### src/rtl/riscv_pkg.sv
// Shared types and defaults for the RISC-V front end.
package riscv_pkg;

    localparam int DATA_BUS_WIDTH = 32;
    localparam logic [31:0] RESET_PC = 32'h0000_0000;
    localparam logic [31:0] NOP = 32'h0000_0013;

    typedef enum logic {
        RUN  = 1'b0,
        HALT = 1'b1
    } fetch_state_t;

    typedef struct packed {
        logic [31:0] pc;
        logic [31:0] instr;
    } fetch_entry_t;

endpackage

### src/rtl/instr_fetch_fifo.sv
// Synchronous fetch buffer: flush clears it outright, and a push into a full buffer
// succeeds only together with a pop.
module fetch_fifo
    import riscv_pkg::*;
#(
    parameter int WIDTH = 64,
    parameter int DEPTH = 2,
    localparam int PTR_W = $clog2(DEPTH),
    localparam int CNT_W = $clog2(DEPTH) + 1
) (
    input  logic             clk,
    input  logic             reset,
    input  logic             push,
    input  logic             pop,
    input  logic             flush,
    input  logic [WIDTH-1:0] din,
    output logic [WIDTH-1:0] dout,
    output logic [CNT_W-1:0] count,
    output logic             full,
    output logic             empty
);

    logic [WIDTH-1:0] mem_q [DEPTH];
    logic [WIDTH-1:0] mem_d [DEPTH];
    logic [PTR_W-1:0] wr_ptr_q, wr_ptr_d;
    logic [PTR_W-1:0] rd_ptr_q, rd_ptr_d;
    logic [CNT_W-1:0] count_q, count_d;
    logic             do_push;
    logic             do_pop;

    assign full  = (count_q == CNT_W'(DEPTH));
    assign empty = (count_q == '0);
    assign count = count_q;
    assign dout  = mem_q[rd_ptr_q];

    assign do_push = push & (~full | pop);
    assign do_pop  = pop & ~empty;

    always_comb begin
        mem_d    = mem_q;
        wr_ptr_d = wr_ptr_q;
        rd_ptr_d = rd_ptr_q;
        count_d  = count_q;
        if (flush) begin
            wr_ptr_d = '0;
            rd_ptr_d = '0;
            count_d  = '0;
        end else begin
            // Pointers wrap naturally because DEPTH is a power of two.
            if (do_push) begin
                mem_d[wr_ptr_q] = din;
                wr_ptr_d        = wr_ptr_q + 1'b1;
            end
            if (do_pop) begin
                rd_ptr_d = rd_ptr_q + 1'b1;
            end
            count_d = count_q + CNT_W'(do_push) - CNT_W'(do_pop);
        end
    end

    always_ff @(posedge clk or posedge reset) begin
        if (reset) begin
            for (int i = 0; i < DEPTH; i++) begin
                mem_q[i] <= '0;
            end
            wr_ptr_q <= '0;
            rd_ptr_q <= '0;
            count_q  <= '0;
        end else begin
            mem_q    <= mem_d;
            wr_ptr_q <= wr_ptr_d;
            rd_ptr_q <= rd_ptr_d;
            count_q  <= count_d;
        end
    end

endmodule

### src/rtl/instr_fetch.sv
// Fetch stage: owns the PC and the RUN/HALT state, reads instruction memory
// combinationally and queues {pc, instr} pairs for decode.
module instr_fetch
    import riscv_pkg::fetch_state_t;
    import riscv_pkg::RUN;
    import riscv_pkg::HALT;
#(
    parameter int DATA_BUS_WIDTH = riscv_pkg::DATA_BUS_WIDTH,
    parameter int MEM_SIZE = 1024,
    parameter logic [DATA_BUS_WIDTH-1:0] RESET_PC = riscv_pkg::RESET_PC,
    parameter int BUF_DEPTH = 2
) (
    input  logic                      clk,
    input  logic                      reset,
    output logic [DATA_BUS_WIDTH-1:0] imem_addr,
    input  logic [DATA_BUS_WIDTH-1:0] imem_rdata,
    output logic                      imem_wr,
    output logic [DATA_BUS_WIDTH-1:0] imem_wdata,
    input  logic                      redirect_valid,
    input  logic [DATA_BUS_WIDTH-1:0] redirect_pc,
    output logic                      if_valid,
    input  logic                      if_ready,
    output logic [DATA_BUS_WIDTH-1:0] if_instr,
    output logic [DATA_BUS_WIDTH-1:0] if_pc,
    output logic                      fetch_err
);

    localparam int IMEM_AW = $clog2(MEM_SIZE);
    localparam int ENTRY_W = 2 * DATA_BUS_WIDTH;
    localparam int CNT_W   = $clog2(BUF_DEPTH) + 1;

    fetch_state_t              state_q, state_d;
    logic [DATA_BUS_WIDTH-1:0] pc_q, pc_d;
    logic                      pop;
    logic                      fetch_en;
    logic [ENTRY_W-1:0]        fifo_dout;
    logic [CNT_W-1:0]          fifo_count;
    logic                      fifo_full;
    logic                      fifo_empty;

    // Handshake: an entry moves to decode on a cycle where if_valid and if_ready are
    // both high; if_pc/if_instr hold steady while if_valid is high and if_ready is low,
    // and a redirect in the same cycle cancels the transfer.
    assign pop      = if_valid & if_ready;
    assign fetch_en = (state_q == RUN) & (~fifo_full | pop) & ~redirect_valid;

    assign imem_addr  = DATA_BUS_WIDTH'(pc_q[IMEM_AW+1:2]);
    assign imem_wr    = 1'b0;
    assign imem_wdata = '0;

    fetch_fifo #(
        .WIDTH (ENTRY_W),
        .DEPTH (BUF_DEPTH)
    ) u_fifo (
        .clk   (clk),
        .reset (reset),
        .push  (fetch_en),
        .pop   (pop & ~redirect_valid),
        .flush (redirect_valid),
        .din   ({pc_q, imem_rdata}),
        .dout  (fifo_dout),
        .count (fifo_count),
        .full  (fifo_full),
        .empty (fifo_empty)
    );

    always_ff @(posedge clk or posedge reset) begin
        if (reset) begin
            state_q <= RUN;
            pc_q    <= RESET_PC;
        end else begin
            state_q <= state_d;
            pc_q    <= pc_d;
        end
    end

    always_comb begin
        state_d = state_q;
        pc_d    = pc_q;
        if (redirect_valid) begin
            pc_d = {redirect_pc[DATA_BUS_WIDTH-1:2], 2'b00};
            // Only an aligned target can leave HALT; a misaligned one parks the stage.
            state_d = (redirect_pc[1:0] == 2'b00) ? RUN : HALT;
        end else if (fetch_en) begin
            pc_d = pc_q + DATA_BUS_WIDTH'(4);
        end
    end

    always_comb begin
        fetch_err = (state_q == HALT);
        if_valid  = (fifo_count != '0);
        // Popped slots keep stale data, so the head is masked to zero when empty.
        if_pc     = fifo_empty ? '0 : fifo_dout[ENTRY_W-1:DATA_BUS_WIDTH];
        if_instr  = fifo_empty ? '0 : fifo_dout[DATA_BUS_WIDTH-1:0];
    end

endmodule

### config.mk
export PLATFORM = sky130hd
export DESIGN_NAME = instr_fetch
export DESIGN_NICKNAME = d
export VERILOG_FILES = /design/src/rtl/riscv_pkg.sv /design/src/rtl/instr_fetch_fifo.sv /design/src/rtl/instr_fetch.sv
export SDC_FILE = /design/constraint.sdc
export NUM_CORES = 1
export LEC_CHECK = 0
export CAP_MARGIN = 30
export CORE_ASPECT_RATIO = 0.6
export CORE_UTILIZATION = 40
export CTS_CLUSTER_SIZE = 12
export DETAILED_ROUTE_END_ITERATION = 10
export GPL_TIMING_DRIVEN = 0
export PLACE_DENSITY = 0.74
export SLEW_MARGIN = 20
export SYNTH_ARGS = -nofsm -noshare
export SYNTH_HDL_FRONTEND = slang
export SYNTH_HIERARCHICAL = 1
export SYNTH_SLANG_ARGS = --single-unit
### constraint.sdc
create_clock -name clk -period 8 [get_ports clk]
set_input_delay 1.2 -clock clk [delete_from_list [all_inputs] [get_ports clk]]
set_output_delay 1.2 -clock clk [all_outputs]
set_load 0.03 [all_outputs]
Yosys cells after proc, flatten, opt, wreduce, memory -nomap -nowiden
Cells that the tools add are included.
{ "totals": {"ff_bits": 165, "input_bits": 68, "output_inout_bits": 131} }
{ "op_classes": {"add_sub_neg": 5, "magnitude_cmp": 3, "eq_ne": 1, "mux": 16, "n_bitwise": 14, "n_reduce_logical": 8} }
{ "op_table": {"columns": ["cell", "n"], "rows": [
  ["$mux W64", 4],
  ["$bwmux W128", 1],
  ["$mux W32", 4],
  ["$demux W64 S1", 1],
  ["$add A32 B3 Y32 const B", 1],
  ["$reduce_bool A2 Y1", 4],
  ["$and A1 B1 Y1", 6],
  ["$mux W1", 5],
  ["$ge A2 B2 Y1 const B", 2],
  ["$logic_not A2 Y1", 2],
  ["$not A1 Y1", 4],
  ["$not A1 Y2", 2],
  ["$add A1 B1 Y1 const B", 2],
  ["$add A2 B1 Y2", 1],
  ["$eq A2 B2 Y1 const B", 1],
  ["$lt A2 B1 Y1 const B", 1],
  ["$mux W2", 1],
  ["$or A1 B1 Y1", 2],
  ["$reduce_and A2 Y1", 1],
  ["$sub A2 B1 Y2", 1],
  ["$logic_and A1 B1 Y1", 1]
]} }

Logic depth before layout (Yosys ltp)
{ "depth": {"ltp_word": 9, "depth_mapped": 11, "mapped_depth_nobuf": 10} }

By module
Netlist, hierarchy kept.
{ "by_module_without_submodules": {"columns": ["module", "n_inst", "cells_per_inst", "area_per_inst_um2", "seq_area_each_um2"], "rows": [
  ["fetch_fifo", 1, 367, 5985.7, 3303.2],
  ["instr_fetch", 1, 332, 2706.3, 775.7]
]} }

Least setup slack after synthesis
OpenSTA, ideal clock, no wires.
{ "synth_path": {"path_type": "input-to-reg", "start": "input redirect_valid", "end": "register u_fifo.count_q[1] (netlist: u_fifo/count[1])", "arrival_ns": 3.051, "path_slack_ns": 4.832, "cell_stages": 11, "n_path_buf": 2, "cell_sequence": "clkbuf_1 -> clkbuf_1 -> nor2_1 -> or3b_4 -> nand2_1 -> ha_1 -> inv_1 -> ha_1 -> xor2_1 -> and2_1 -> nor3_1"} }
{ "synth_between": {"elab_chain_len": 7} }
{ "synth_rtl": {"columns": ["item", "line", "text"], "rows": [
  ["start: declaration", "instr_fetch.sv:19", "input logic redirect_valid,"],
  ["$not A1 Y1 (no source line)", null, null],
  ["$and A1 B1 Y1", "instr_fetch.sv:58", ".pop (pop & ~redirect_valid),"],
  ["$or A1 B1 Y1", "instr_fetch_fifo.sv:36", "assign do_push = push & (~full | pop);"],
  ["$and A1 B1 Y1", "instr_fetch_fifo.sv:36", null],
  ["$add A2 B1 Y2", "instr_fetch_fifo.sv:57", "count_d = count_q + CNT_W'(do_push) - CNT_W'(do_pop);"],
  ["$sub A2 B1 Y2", "instr_fetch_fifo.sv:57", null],
  ["$mux W2 *", "instr_fetch_fifo.sv:44", "if (flush) begin"],
  ["net u_fifo.count_d[1]", "instr_fetch_fifo.sv:27", "logic [CNT_W-1:0] count_q, count_d;"],
  ["end signal: assignment", "instr_fetch_fifo.sv:73", "count_q <= count_d;"],
  ["end: declaration", "instr_fetch_fifo.sv:27", null]
]} }
Mark *: on every way through the listed nets, which the timed path passes. The rest lies on a longest branch.
A chain may end at the register's enable or synchronous reset.

Worst setup path after layout
{ "layout_path": {"start": "input redirect_valid", "end": "register u_fifo/mem_q[111] (netlist name)"} }
{ "layout_between": {"elab_chain_len": 5} }
{ "layout_rtl": {"columns": ["item", "line", "text"], "rows": [
  ["$not A1 Y1 (no source line) *", null, null],
  ["$and A1 B1 Y1", "instr_fetch.sv:58", null],
  ["$or A1 B1 Y1", "instr_fetch_fifo.sv:36", null],
  ["$and A1 B1 Y1", "instr_fetch_fifo.sv:36", null],
  ["$reduce_and A2 Y1 (no source line) *", null, null],
  ["end signal: assignment", "instr_fetch_fifo.sv:70", "mem_q <= mem_d;"],
  ["end: declaration", "instr_fetch_fifo.sv:23", "logic [WIDTH-1:0] mem_q [DEPTH];"]
]} }
Every way passes the cells marked *; elsewhere a longest branch is shown, timed or not.

==> impl_metrics.toml <==
[synthesis]
seq_area_frac_synth_pct = 46.9
synth-seq-cells = 163
yosysTopAreaCellShare_pct = 46.9
synth_area_um2 = 8690
yosys_warnings = 6
synth_edf_count = 0
synth_cells = 699
synth_common_cells = "163 x dfrtp_1, 131 x mux2_2, 70 x buf_4"
synth_most_common_cell = "dfrtp_1"
async_reset_ff_share_pct = 100
synthDistinctLibCells = 37
ys.flop_type = "dfrtp_1"
synth_area_leaders = "dfrtp_1 47%, mux2_2 17%, mux2_4 10%"
synth_top_area_cell = "dfrtp_1"
synth.avg_cell_area_um2 = 12.4

[clocking]
path_clk_slew_ns = 0.07
htreeDepth = 4
clk_latency_ns = 0.43
cts_buffers = 17
cts_root_buffer = "clkbuf_16"
post-cts-setup-buffer-count = 0
ctsHoldBuffers = 0
cts_tree = "yes"
cts-resized-gates = 0
clkSinkCount = 163
cts.path.max_buffers = 2

[global_route]
grt_usage_pct = 19.0
overflow = 0
first_global_vias = 5724
antenna_found_initial = 2
grt_max_degree = 75
grt_pass1_wl_um = 32100

[setup_path]
path_common_cell = "clkbuf_1"
required_ns = 8.31
end_kind = "flip-flop"
r2r-start = "u_fifo/count[1]"
crit_family = "buffers and inverters"
critical_path_class = "primary input to flip-flop"
worstPathMaxFanout = 13
rr_worst_depth = 10
slowest_stage = "clkdlybuf4s50_1"
slowest_delay_ns = 0.85
path_depth = 9
start_kind = "primary input"
arrival_ns = 4.63
startpoint = "redirect_valid"
r2r_slack_ns = 5.51
critPathBufInv = 5
crit_end = "u_fifo/mem_q[111]"
r2r-end = "u_fifo/count[1]"
worstPathCellList = "clkdlybuf4s50_1 -> clkbuf_1 -> clkbuf_1 -> nor2_1 -> or3b_4 -> nand3_1 -> buf_2 -> buf_4 -> mux2_2"

[finish]
design_area_um2 = 11300
syn2layout_area_growth_pct = 30.5
nNetsFinal = 991
drive_above_1_share_pct = 33.3
antenna_cells = 0

[placement]
routabilityCongestion = 0.861
hpwl_um = 14500
port_buffers = 143
placed_area_um2 = 10700

[route]
drt_iter0_drc = 263
routed-via-count = 5742
antenna_left = 0
dr.pass1.iters = 4
wirelength_um = 20400
drc = 0
detail_route.wl_per_cell_um = 16.8
viasPerCell = 4.74

[timing]
fin_tns_setup_ns = 0
clock_skew_ns = 0.0110
rsz0062_at_grt = "false"
tightest_slew_ns = 0.920
drv_slew = 0
period_share_pct = 54.0
relSlewSlack_pct = 38.2
setup-violations-final = 0
period_needed_ns = 4.32
hold_viol_final = 0
fmax_mhz = 231

[floorplanning]
dieArea_um2 = 22300
coreArea_um2 = 21100
ioPinCount = 199
die_w_um = 192
start_util_pct = 41.1
die_y_um = 116
rows = 41

[run_status]
outcome = "finished, final reports clean"

[power]
powerDensity_nw_per_um2 = 232
ir_drop_mv = 0.145
leakage_nw = 4.97

[job]
drv_cap = 0

[worst_hold_path]
hold_path.class = "flip-flop to flip-flop"
-- how the worst min path moves through the flow --
stage / start / end / slack (ns) / cells past startpoint
2_1_floorplan: u_fifo/mem_q[22] / u_fifo/mem_q[22] / 0.45 / 1
3_3_place_gp: u_fifo/mem_q[23] / u_fifo/mem_q[23] / 0.47 / 1
3_5_place_dp: u_fifo/mem_q[23] / u_fifo/mem_q[23] / 0.47 / 1
4_1_cts: u_fifo/mem_q[23] / u_fifo/mem_q[23] / 0.49 / 1
5_1_grt: u_fifo/mem_q[23] / u_fifo/mem_q[23] / 0.51 / 1
6_report: u_fifo/mem_q[23] / u_fifo/mem_q[23] / 0.49 / 1
-- cell type report --
type                       count  area [um2]
sequential                   163        4080
timing repair buffer         144        1460
clock inverter                14         178
clock buffer                  18         439
inverter                       6        30.0
tap                          279         349
fill                        1869        9790
buffer                       101         698
multi-input combinational    487        4110
-- worst reg2reg max path, cell delays in order, from the launching register on --
cell     delay, ns
dfrtp_1       0.45
nor2b_1       0.21
a21oi_1       0.40
nor2b_1       0.30
nand2_1       0.09
ha_1          0.28
inv_1         0.03
ha_1          0.18
xor2_1        0.16
and2_1        0.16
nor3_1        0.14
-- cells by family (layout without fill, tap and decap cells) --
group	Yosys count	after routing	synth area share, %
compound gates	38	38	2.85
xor+xnor	27	27	2.72
fa+ha+maj	3	3	0.432
buf+inv	107	283	8.29
flops	163	163	46.9
mux	196	196	28.0
other cells	1	59	0.0431
simple gates	164	164	10.8
-- registers in the layout (all words and copies together) (netlist names) --
name,count
u_fifo/count,2
fetch_err,1
u_fifo/rd_ptr_q,1
pc_q,30
u_fifo/mem_q,128
u_fifo/wr_ptr_q,1
-- cells in the final DEF, fill, tap and decap left out, types with 2 or more instances in the layout --
cell	Yosys	layout
dfrtp_1	163	163
clkdlybuf4s50_1	0	143
mux2_2	131	131
buf_4	70	70
nor2b_1	67	67
mux2_4	60	60
conb_1	1	59
nand2_1	31	31
o21ai_0	23	23
clkbuf_1	21	21
xor2_1	19	19
clkbuf_16	0	17
nand3_1	14	14
nand4_1	13	13
nor2_1	9	9
o31a_1	8	8
xnor2_1	8	8
buf_6	7	7
nor4_1	6	6
and3_1	6	6
clkinv_4	0	5
and4_1	4	4
inv_1	6	4
nand2b_1	4	4
and2_1	4	4
mux2_1	4	4
buf_2	3	3
ha_1	3	3
bufinv_16	0	3
inv_6	0	3
nor3_1	2	2
a21oi_1	2	2
clkinv_2	0	2
-- metal layers --
layer	GRT usage, %	part of all wire, %	wire length (um)
met1	28.3	50	10200
met2	27.9	43	8800
met3	4.48	6.2	1260
met4	4.25	0.67	136
met5	0	0.064	13
-- report_power, final --
part	leakage (nW)	total [W]	switching [W]	internal [W]
clock	0.301	0.000853	0.000349	0.000504
combinational	2.61	0.000660	0.000265	0.000394
sequential	2.06	0.00112	0.000115	0.00101
total	4.97	0.00264	0.000729	0.00191
-- per-stage QoR --
step | utilization, % | setup slack [ns] | power, W | hold WS [ns] | instances
detailed placement | 50.7 | 3.20 | 0.00179 | 0.470 | 1180
global route | 53.7 | 3.47 | 0.00277 | 0.506 | 1212
floorplan | - | 3.27 | 0.00159 | 0.452 | 757
CTS | 53.7 | 3.62 | 0.00266 | 0.489 | 1212
finish | 53.7 | 3.68 | 0.00264 | 0.491 | 1212
global placement | 50.6 | 1.14 | 0.00177 | 0.466 | 1179
No activity file was read; power rests on OpenSTA's default activity.
